`src/rtl/light_pkg.sv`:
```
// Shared types and constants for the light step command generator and its level counter.
// Build option LIGHT_AUTO_REPEAT_EN (see light_step_cmd_gen.sv) does not affect this package.
package light_pkg;

  typedef enum logic [1:0] {
    ST_IDLE     = 2'd0,
    ST_DELAY    = 2'd1,
    ST_REPEAT   = 2'd2,
    ST_WAIT_REL = 2'd3
  } state_t;

  typedef enum logic {
    DIR_UP = 1'b0,
    DIR_DN = 1'b1
  } dir_t;

  localparam int unsigned LEVEL_MIN = 0;
  localparam int unsigned LEVEL_MAX = 4;
  localparam int unsigned LEVEL_RST = 2;

endpackage

```
`src/rtl/light_step_cmd_gen_if.sv`:
```
// Button-side and counter-side signals of light_step_cmd_gen, plus FSM debug state.
// Build option LIGHT_AUTO_REPEAT_EN changes only the meaning of held (tied 0 when undefined).
interface light_step_cmd_gen_if;
  import light_pkg::*;

  // Pulse contract: up_count/down_count are registered, one cycle wide, never both high,
  // and never asserted while on=0; the receiver must act on every cycle a pulse is high.
  logic   on;
  logic   btn_up_raw;
  logic   btn_down_raw;
  logic   up_count;
  logic   down_count;
  logic   held;
  state_t state_dbg;

  modport master (
    output on, btn_up_raw, btn_down_raw,
    input  up_count, down_count, held, state_dbg
  );

  modport slave (
    input  on, btn_up_raw, btn_down_raw,
    output up_count, down_count, held, state_dbg
  );

endinterface

```
`src/rtl/light_btn_debounce.sv`:
```
// Two-flop synchroniser plus debounce for one raw pushbutton; emits the debounced
// level and a one-cycle rise flag when that level goes high.
module light_btn_debounce #(
  parameter int unsigned DEBOUNCE_CYCLES = 16
) (
  input  logic clk,
  input  logic rst,
  input  logic raw,
  output logic level,
  output logic rise
);

  localparam int unsigned   CW       = $clog2(DEBOUNCE_CYCLES + 1);
  localparam logic [CW-1:0] CNT_LAST = CW'(DEBOUNCE_CYCLES - 1);

  logic          sync1_q, sync1_d;
  logic          sync2_q, sync2_d;
  logic          level_q, level_d;
  logic          rise_q, rise_d;
  logic [CW-1:0] cnt_q, cnt_d;

  // The counter tracks consecutive cycles the synced input disagrees with the level;
  // any agreement clears it, and it cannot exceed CNT_LAST because reaching it flips.
  always_comb begin
    sync1_d = raw;
    sync2_d = sync1_q;
    level_d = level_q;
    rise_d  = 1'b0;
    cnt_d   = '0;
    if (sync2_q != level_q) begin
      if (cnt_q >= CNT_LAST) begin
        level_d = sync2_q;
        rise_d  = sync2_q;
      end else begin
        cnt_d = cnt_q + 1'b1;
      end
    end
  end

  always_ff @(posedge clk) begin
    if (rst) begin
      sync1_q <= 1'b0;
      sync2_q <= 1'b0;
      level_q <= 1'b0;
      rise_q  <= 1'b0;
      cnt_q   <= '0;
    end else begin
      sync1_q <= sync1_d;
      sync2_q <= sync2_d;
      level_q <= level_d;
      rise_q  <= rise_d;
      cnt_q   <= cnt_d;
    end
  end

  assign level = level_q;
  assign rise  = rise_q;

endmodule

```
`src/rtl/light_step_cmd_gen.sv`:
```
// Turns raw up/down buttons into single-cycle up_count/down_count step pulses.
// Define LIGHT_AUTO_REPEAT_EN to get auto-repeat while a button is held.
module light_step_cmd_gen
  import light_pkg::*;
#(
  parameter int unsigned DEBOUNCE_CYCLES = 16,
  parameter int unsigned REPEAT_DELAY    = 64,
  parameter int unsigned REPEAT_PERIOD   = 16
) (
  input  logic                 clk,
  input  logic                 rst,
  light_step_cmd_gen_if.slave  bus
);

  if (DEBOUNCE_CYCLES < 2 || REPEAT_DELAY < 2 || REPEAT_PERIOD < 2) begin : g_bad_params
    $error("light_step_cmd_gen: timing parameters must be at least 2");
  end

  logic lvl_up, rise_up, lvl_dn, rise_dn;

  light_btn_debounce #(.DEBOUNCE_CYCLES(DEBOUNCE_CYCLES)) u_deb_up (
    .clk   (clk),
    .rst   (rst),
    .raw   (bus.btn_up_raw),
    .level (lvl_up),
    .rise  (rise_up)
  );

  light_btn_debounce #(.DEBOUNCE_CYCLES(DEBOUNCE_CYCLES)) u_deb_dn (
    .clk   (clk),
    .rst   (rst),
    .raw   (bus.btn_down_raw),
    .level (lvl_dn),
    .rise  (rise_dn)
  );

  state_t state_q, state_d;
  dir_t   dir_q, dir_d;
  logic   up_q, up_d;
  logic   dn_q, dn_d;

`ifdef LIGHT_AUTO_REPEAT_EN
  localparam int unsigned   TMAX        = (REPEAT_DELAY > REPEAT_PERIOD) ? REPEAT_DELAY : REPEAT_PERIOD;
  localparam int unsigned   TW          = $clog2(TMAX + 1);
  localparam logic [TW-1:0] DELAY_LAST  = TW'(REPEAT_DELAY - 1);
  localparam logic [TW-1:0] PERIOD_LAST = TW'(REPEAT_PERIOD - 1);

  logic [TW-1:0] timer_q, timer_d;
  logic          dir_lvl, other_lvl;
  logic [TW-1:0] timer_last;

  assign dir_lvl    = (dir_q == DIR_UP) ? lvl_up : lvl_dn;
  assign other_lvl  = (dir_q == DIR_UP) ? lvl_dn : lvl_up;
  assign timer_last = (state_q == ST_DELAY) ? DELAY_LAST : PERIOD_LAST;
`endif

  // A press is only accepted on the debounced rising edge, so a button already
  // held when on rises, or when the FSM returns to IDLE, does not step.
  always_comb begin
    state_d = state_q;
    dir_d   = dir_q;
    up_d    = 1'b0;
    dn_d    = 1'b0;
`ifdef LIGHT_AUTO_REPEAT_EN
    timer_d = timer_q;
`endif
    case (state_q)
      ST_IDLE: begin
        if (bus.on && (rise_up || rise_dn)) begin
          if (lvl_up && lvl_dn) begin
            state_d = ST_WAIT_REL;
          end else begin
            dir_d = rise_up ? DIR_UP : DIR_DN;
            up_d  = rise_up;
            dn_d  = ~rise_up;
`ifdef LIGHT_AUTO_REPEAT_EN
            state_d = ST_DELAY;
            timer_d = '0;
`else
            state_d = ST_WAIT_REL;
`endif
          end
        end
      end
`ifdef LIGHT_AUTO_REPEAT_EN
      ST_DELAY, ST_REPEAT: begin
        if (!dir_lvl) begin
          state_d = ST_IDLE;
        end else if (other_lvl || !bus.on) begin
          state_d = ST_WAIT_REL;
        end else if (timer_q >= timer_last) begin
          up_d    = (dir_q == DIR_UP);
          dn_d    = (dir_q == DIR_DN);
          state_d = ST_REPEAT;
          timer_d = '0;
        end else begin
          timer_d = timer_q + 1'b1;
        end
      end
`endif
      ST_WAIT_REL: begin
        if (!lvl_up && !lvl_dn) state_d = ST_IDLE;
      end
      default: state_d = ST_IDLE;
    endcase
  end

  always_ff @(posedge clk) begin
    if (rst) begin
      state_q <= ST_IDLE;
      dir_q   <= DIR_UP;
      up_q    <= 1'b0;
      dn_q    <= 1'b0;
`ifdef LIGHT_AUTO_REPEAT_EN
      timer_q <= '0;
`endif
    end else begin
      state_q <= state_d;
      dir_q   <= dir_d;
      up_q    <= up_d;
      dn_q    <= dn_d;
`ifdef LIGHT_AUTO_REPEAT_EN
      timer_q <= timer_d;
`endif
    end
  end

  assign bus.up_count   = up_q;
  assign bus.down_count = dn_q;
  assign bus.state_dbg  = state_q;
`ifdef LIGHT_AUTO_REPEAT_EN
  assign bus.held = (state_q == ST_DELAY) || (state_q == ST_REPEAT);
`else
  assign bus.held = 1'b0;
`endif

endmodule
```
`src/flat_wrapper.sv`:
```
// flat-port wrapper written by rule: the top's interface ports become plain ports
module light_step_cmd_gen_flat import light_pkg::*;
#(
  parameter int unsigned DEBOUNCE_CYCLES = 16,
  parameter int unsigned REPEAT_DELAY    = 64,
  parameter int unsigned REPEAT_PERIOD   = 16
)
  (clk, rst, bus_on, bus_btn_up_raw, bus_btn_down_raw, bus_up_count, bus_down_count, bus_held, bus_state_dbg);
  light_step_cmd_gen_if bus_i ();
  input  logic clk;
  input  logic rst;
  input wire logic [$bits(bus_i.on)-1:0] bus_on;
  input wire logic [$bits(bus_i.btn_up_raw)-1:0] bus_btn_up_raw;
  input wire logic [$bits(bus_i.btn_down_raw)-1:0] bus_btn_down_raw;
  output wire logic [$bits(bus_i.up_count)-1:0] bus_up_count;
  output wire logic [$bits(bus_i.down_count)-1:0] bus_down_count;
  output wire logic [$bits(bus_i.held)-1:0] bus_held;
  output wire logic [$bits(bus_i.state_dbg)-1:0] bus_state_dbg;
  assign bus_i.on = bus_on;
  assign bus_i.btn_up_raw = bus_btn_up_raw;
  assign bus_i.btn_down_raw = bus_btn_down_raw;
  assign bus_up_count = bus_i.up_count;
  assign bus_down_count = bus_i.down_count;
  assign bus_held = bus_i.held;
  assign bus_state_dbg = bus_i.state_dbg;
  light_step_cmd_gen #(.DEBOUNCE_CYCLES(DEBOUNCE_CYCLES), .REPEAT_DELAY(REPEAT_DELAY), .REPEAT_PERIOD(REPEAT_PERIOD)) u_core (.clk(clk), .rst(rst), .bus(bus_i));
endmodule
```
`config.mk`:
```
export PLATFORM = sky130hd
export DESIGN_NAME = light_step_cmd_gen_flat
export DESIGN_NICKNAME = d
export VERILOG_FILES = /design/src/rtl/light_pkg.sv /design/src/rtl/light_step_cmd_gen_if.sv /design/src/rtl/light_btn_debounce.sv /design/src/rtl/light_step_cmd_gen.sv /design/src/flat_wrapper.sv
export SDC_FILE = /design/constraint.sdc
export NUM_CORES = 1
export LEC_CHECK = 0
export BUFFER_PORTS_ARGS = -buffer_cell sky130_fd_sc_hd__buf_2
export CAP_MARGIN = 20
export CORE_MARGIN = 2
export CORE_UTILIZATION = 45
export DETAILED_ROUTE_END_ITERATION = 12
export GPL_TIMING_DRIVEN = 0
export PLACE_DENSITY = 0.66
export SLEW_MARGIN = 20
export SYNTH_ARGS = -nofsm -noshare
export SYNTH_HDL_FRONTEND = slang
export SYNTH_SLANG_ARGS = --single-unit
```
`constraint.sdc`:
```
create_clock -name clk -period 1.99 [get_ports clk]
set_input_delay 0.398 -clock clk [delete_from_list [all_inputs] [get_ports clk]]
set_output_delay 0.398 -clock clk [all_outputs]
set_load 0.005 [all_outputs]
```
==> out/metrics.yaml <==
sta:
  min_period_ns: 1.51
  finClkSkew_ns: 0.00204
  setup_tns_ns: 0
  rsz0062_at_grt: "no"
  slew_viol_final: 0
  fmax_mhz: 661
  finalSetupViolCount: 0
  hold_ws_ns: 0.300
  hold_violations: 0
  fin_crit_sh_pct: 76.0
yosys:
  yosys_warnings: 0
  syn_nets: 90
  seq_area_frac_synth_pct: 52.5
  yosysUniqueCellTypes: 23
  netlist_instances: 81
  netlist_area_um2: 801
  synth_seq_cells: 21
  syn_avg_cell_area_um2: 9.89
routing:
  drc: 0
  wl_met2_um: 504
  vias: 544
  drt_iter0_drc: 5
  wl_met1_um: 515
  dr_wl_met3_um: 40
  ant_nets: 0
  dr.max_layer_used: "met4"
  drt-pass1-iter-count: 3
  avgRoutedWirePerCell_um: 9.15
  via_per_inst: 4.65
  wl_um: 1070
global_routing:
  track_usage_pct: 13.0
  grt_pass1_wl_um: 1880
  grt_max_degree: 13
  first_global_vias: 494
  grt-ovfl-total: 0
  antenna_found_initial: 0
cts:
  cts_buffers: 3
  cts_buffer_depth: 2
  clock-sinks: 21
  cts_root_buffer: "clkbuf_4"
  cts_setup_buffers: 0
  cts.clk_slew.worst_paths_ns: 0.11
  clock_latency_ns: 0.29
  ctsResizeCount: 0
  hold_buffers: 0
  h-tree-depth: 1
  cts_tree: "yes"
floorplan:
  rows: 15
  dieArea_um2: 2130
  die_w_um: 46.2
  start_util_pct: 46.9
  top_level_ports: 10
  chipHeight_um: 46.2
  core_area_um2: 1710
critical_path:
  worstSetupStartpointType: "register"
  cp_slowest_stage_delay_ns: 0.35
  path_common_cell: "ha_1"
  critPathCaptureType: "register"
  worst-endpoint-required_ns: 2.19
  startpoint: "u_core.u_deb_up.cnt_q[0]"
  path_cells: "ha_1 -> and3_1 -> ha_1 -> nor2_1 -> a21oi_1 -> a31o_1"
  cp.arrival_ns: 1.71
  slowest_stage: "dfxtp_1"
  r2r-start: "u_core.u_deb_up.cnt_q[0]"
  cp_max_fo: 4
  worstSetupPathType: "reg -> reg"
status:
  status: "finished, final reports clean"
cells_and_area:
  finalNonFillerCells: 117
  layout.cells.most_common: "dfxtp_1"
  area_growth_syn_to_layout_pct: 11.7
  drive_gt1_share_pct: 18.5
  final_nets: 102
  n_fill_cell: 167
  final_cell_mix: "dfxtp_1, nor2_1, inv_1, buf_2"
  antenna_cells: 0
hold_path:
  min_from: "bus_btn_down_raw"
  min_path_type: "in -> reg"
place:
  place_congestion: 0.742
  dp_hpwl_um: 814
  placed_cells_incl_taps: 113
  portBuffers: 7
power:
  peakVddDrop_mv: 0.325
  leakage_nw: 0.356
  power_density_nw_per_um2: 720
flow_run:
  drv_cap: 0
==> metrics by stage <==
step	total power, mW	cell area [µm²]	setup WS, ns	util [%]
2_1_floorplan	0.450	801	0.610	-
4_1_cts	0.654	895	0.454	52.4
6_report	0.644	895	0.477	52.4
5_1_grt	0.676	895	0.343	52.4
3_5_place_dp	0.456	867	0.480	50.8
3_3_place_gp	0.455	867	0.512	50.8
==> cells in the mapped netlist (all sizes together) <==
| library cell | instances | area [µm²] |
|---|---|---|
| a2111oi | 2 | 17.5 |
| a21oi | 4 | 23.8 |
| a31o | 2 | 17.5 |
| and2 | 2 | 12.5 |
| and3 | 2 | 12.5 |
| buf | 3 | 20.0 |
| conb | 1 | 3.75 |
| dfxtp | 21 | 420 |
| ha | 4 | 50.1 |
| inv | 8 | 30.0 |
| nand2b | 2 | 12.5 |
| nand3 | 2 | 10.0 |
| nand4 | 4 | 37.5 |
| nor2 | 11 | 41.3 |
| nor2b | 4 | 25.0 |
| nor3 | 2 | 10.0 |
| o211ai | 1 | 7.51 |
| o21ai | 1 | 5.00 |
| xnor2 | 2 | 17.5 |
| xor2 | 3 | 26.3 |
==> sequential cells by signal, summed over array words and instances (netlist names) <==
register and flops:
u_core.bus.down_count 1, u_core.bus.state_dbg 1, u_core.bus.up_count 1, u_core.u_deb_dn.cnt_q 5, u_core.u_deb_dn.level 1, u_core.u_deb_dn.rise 1
u_core.u_deb_dn.sync1_q 1, u_core.u_deb_dn.sync2_q 1, u_core.u_deb_up.cnt_q 5, u_core.u_deb_up.level 1, u_core.u_deb_up.rise 1, u_core.u_deb_up.sync1_q 1
u_core.u_deb_up.sync2_q 1
==> final timing paths <==
path | end | slack [ns] | cells after the start
setup / recovery | u_core.u_deb_up.level | 0.48 | 6
hold reg to reg | u_core.u_deb_up.sync2_q | 0.45 | 1
setup reg to reg | u_core.u_deb_up.level | 0.48 | 6
hold / removal | u_core.u_deb_dn.sync1_q | 0.30 | 2
==> routing by layer <==
layer | GRT usage (%) | up-vias
met5 | 0 | -
met4 | 10.3 | 0
met3 | 3.53 | 2
met2 | 20.6 | 10
met1 | 14.4 | 243
li1 | - | 289
==> kinds of logic after synthesis <==
kind of cell / after synthesis / synth area share (%)
DFF: 21 / 52.5
other: 1 / 0.468
buffers and inverters: 11 / 6.25
adders and majority gates: 4 / 6.25
and+or+nand+nor: 29 / 20.2
xor gates and xnor gates: 5 / 5.47
AOI/OAI and AO/OA: 10 / 8.91
==> report_power, final <==
part           leakage (nW)  internal, mW  total, mW  switching [mW]
logic                 0.168       0.00901     0.0182         0.00923
registers             0.170         0.425      0.428         0.00242
clock network        0.0177        0.0748      0.199           0.124
total                 0.356         0.509      0.644           0.135
==> worst max-delay path, delay by kind of cell (launching register included) <==
kind / cells / cell delay (ns)
AO/OA/AOI/OAI: 2 / 0.29
AND/OR/NAND/NOR: 2 / 0.38
adder cells (fa/ha/maj): 2 / 0.40
flip-flops: 1 / 0.35
==> area by class of cell <==
type                    instances  area, µm²  area share, %
plain buffers                   3       20.0           2.24
well taps                      25       31.3           3.50
repair buffers                  7       35.0           3.92
inverters                       8       30.0           3.36
clock buffers                   3       22.5           2.52
multi-input cells              49        330           36.9
flip-flops and latches         21        420           47.0
clock inverters                 1       5.00          0.559
Note: power is estimated with default switching activity, not from simulation.
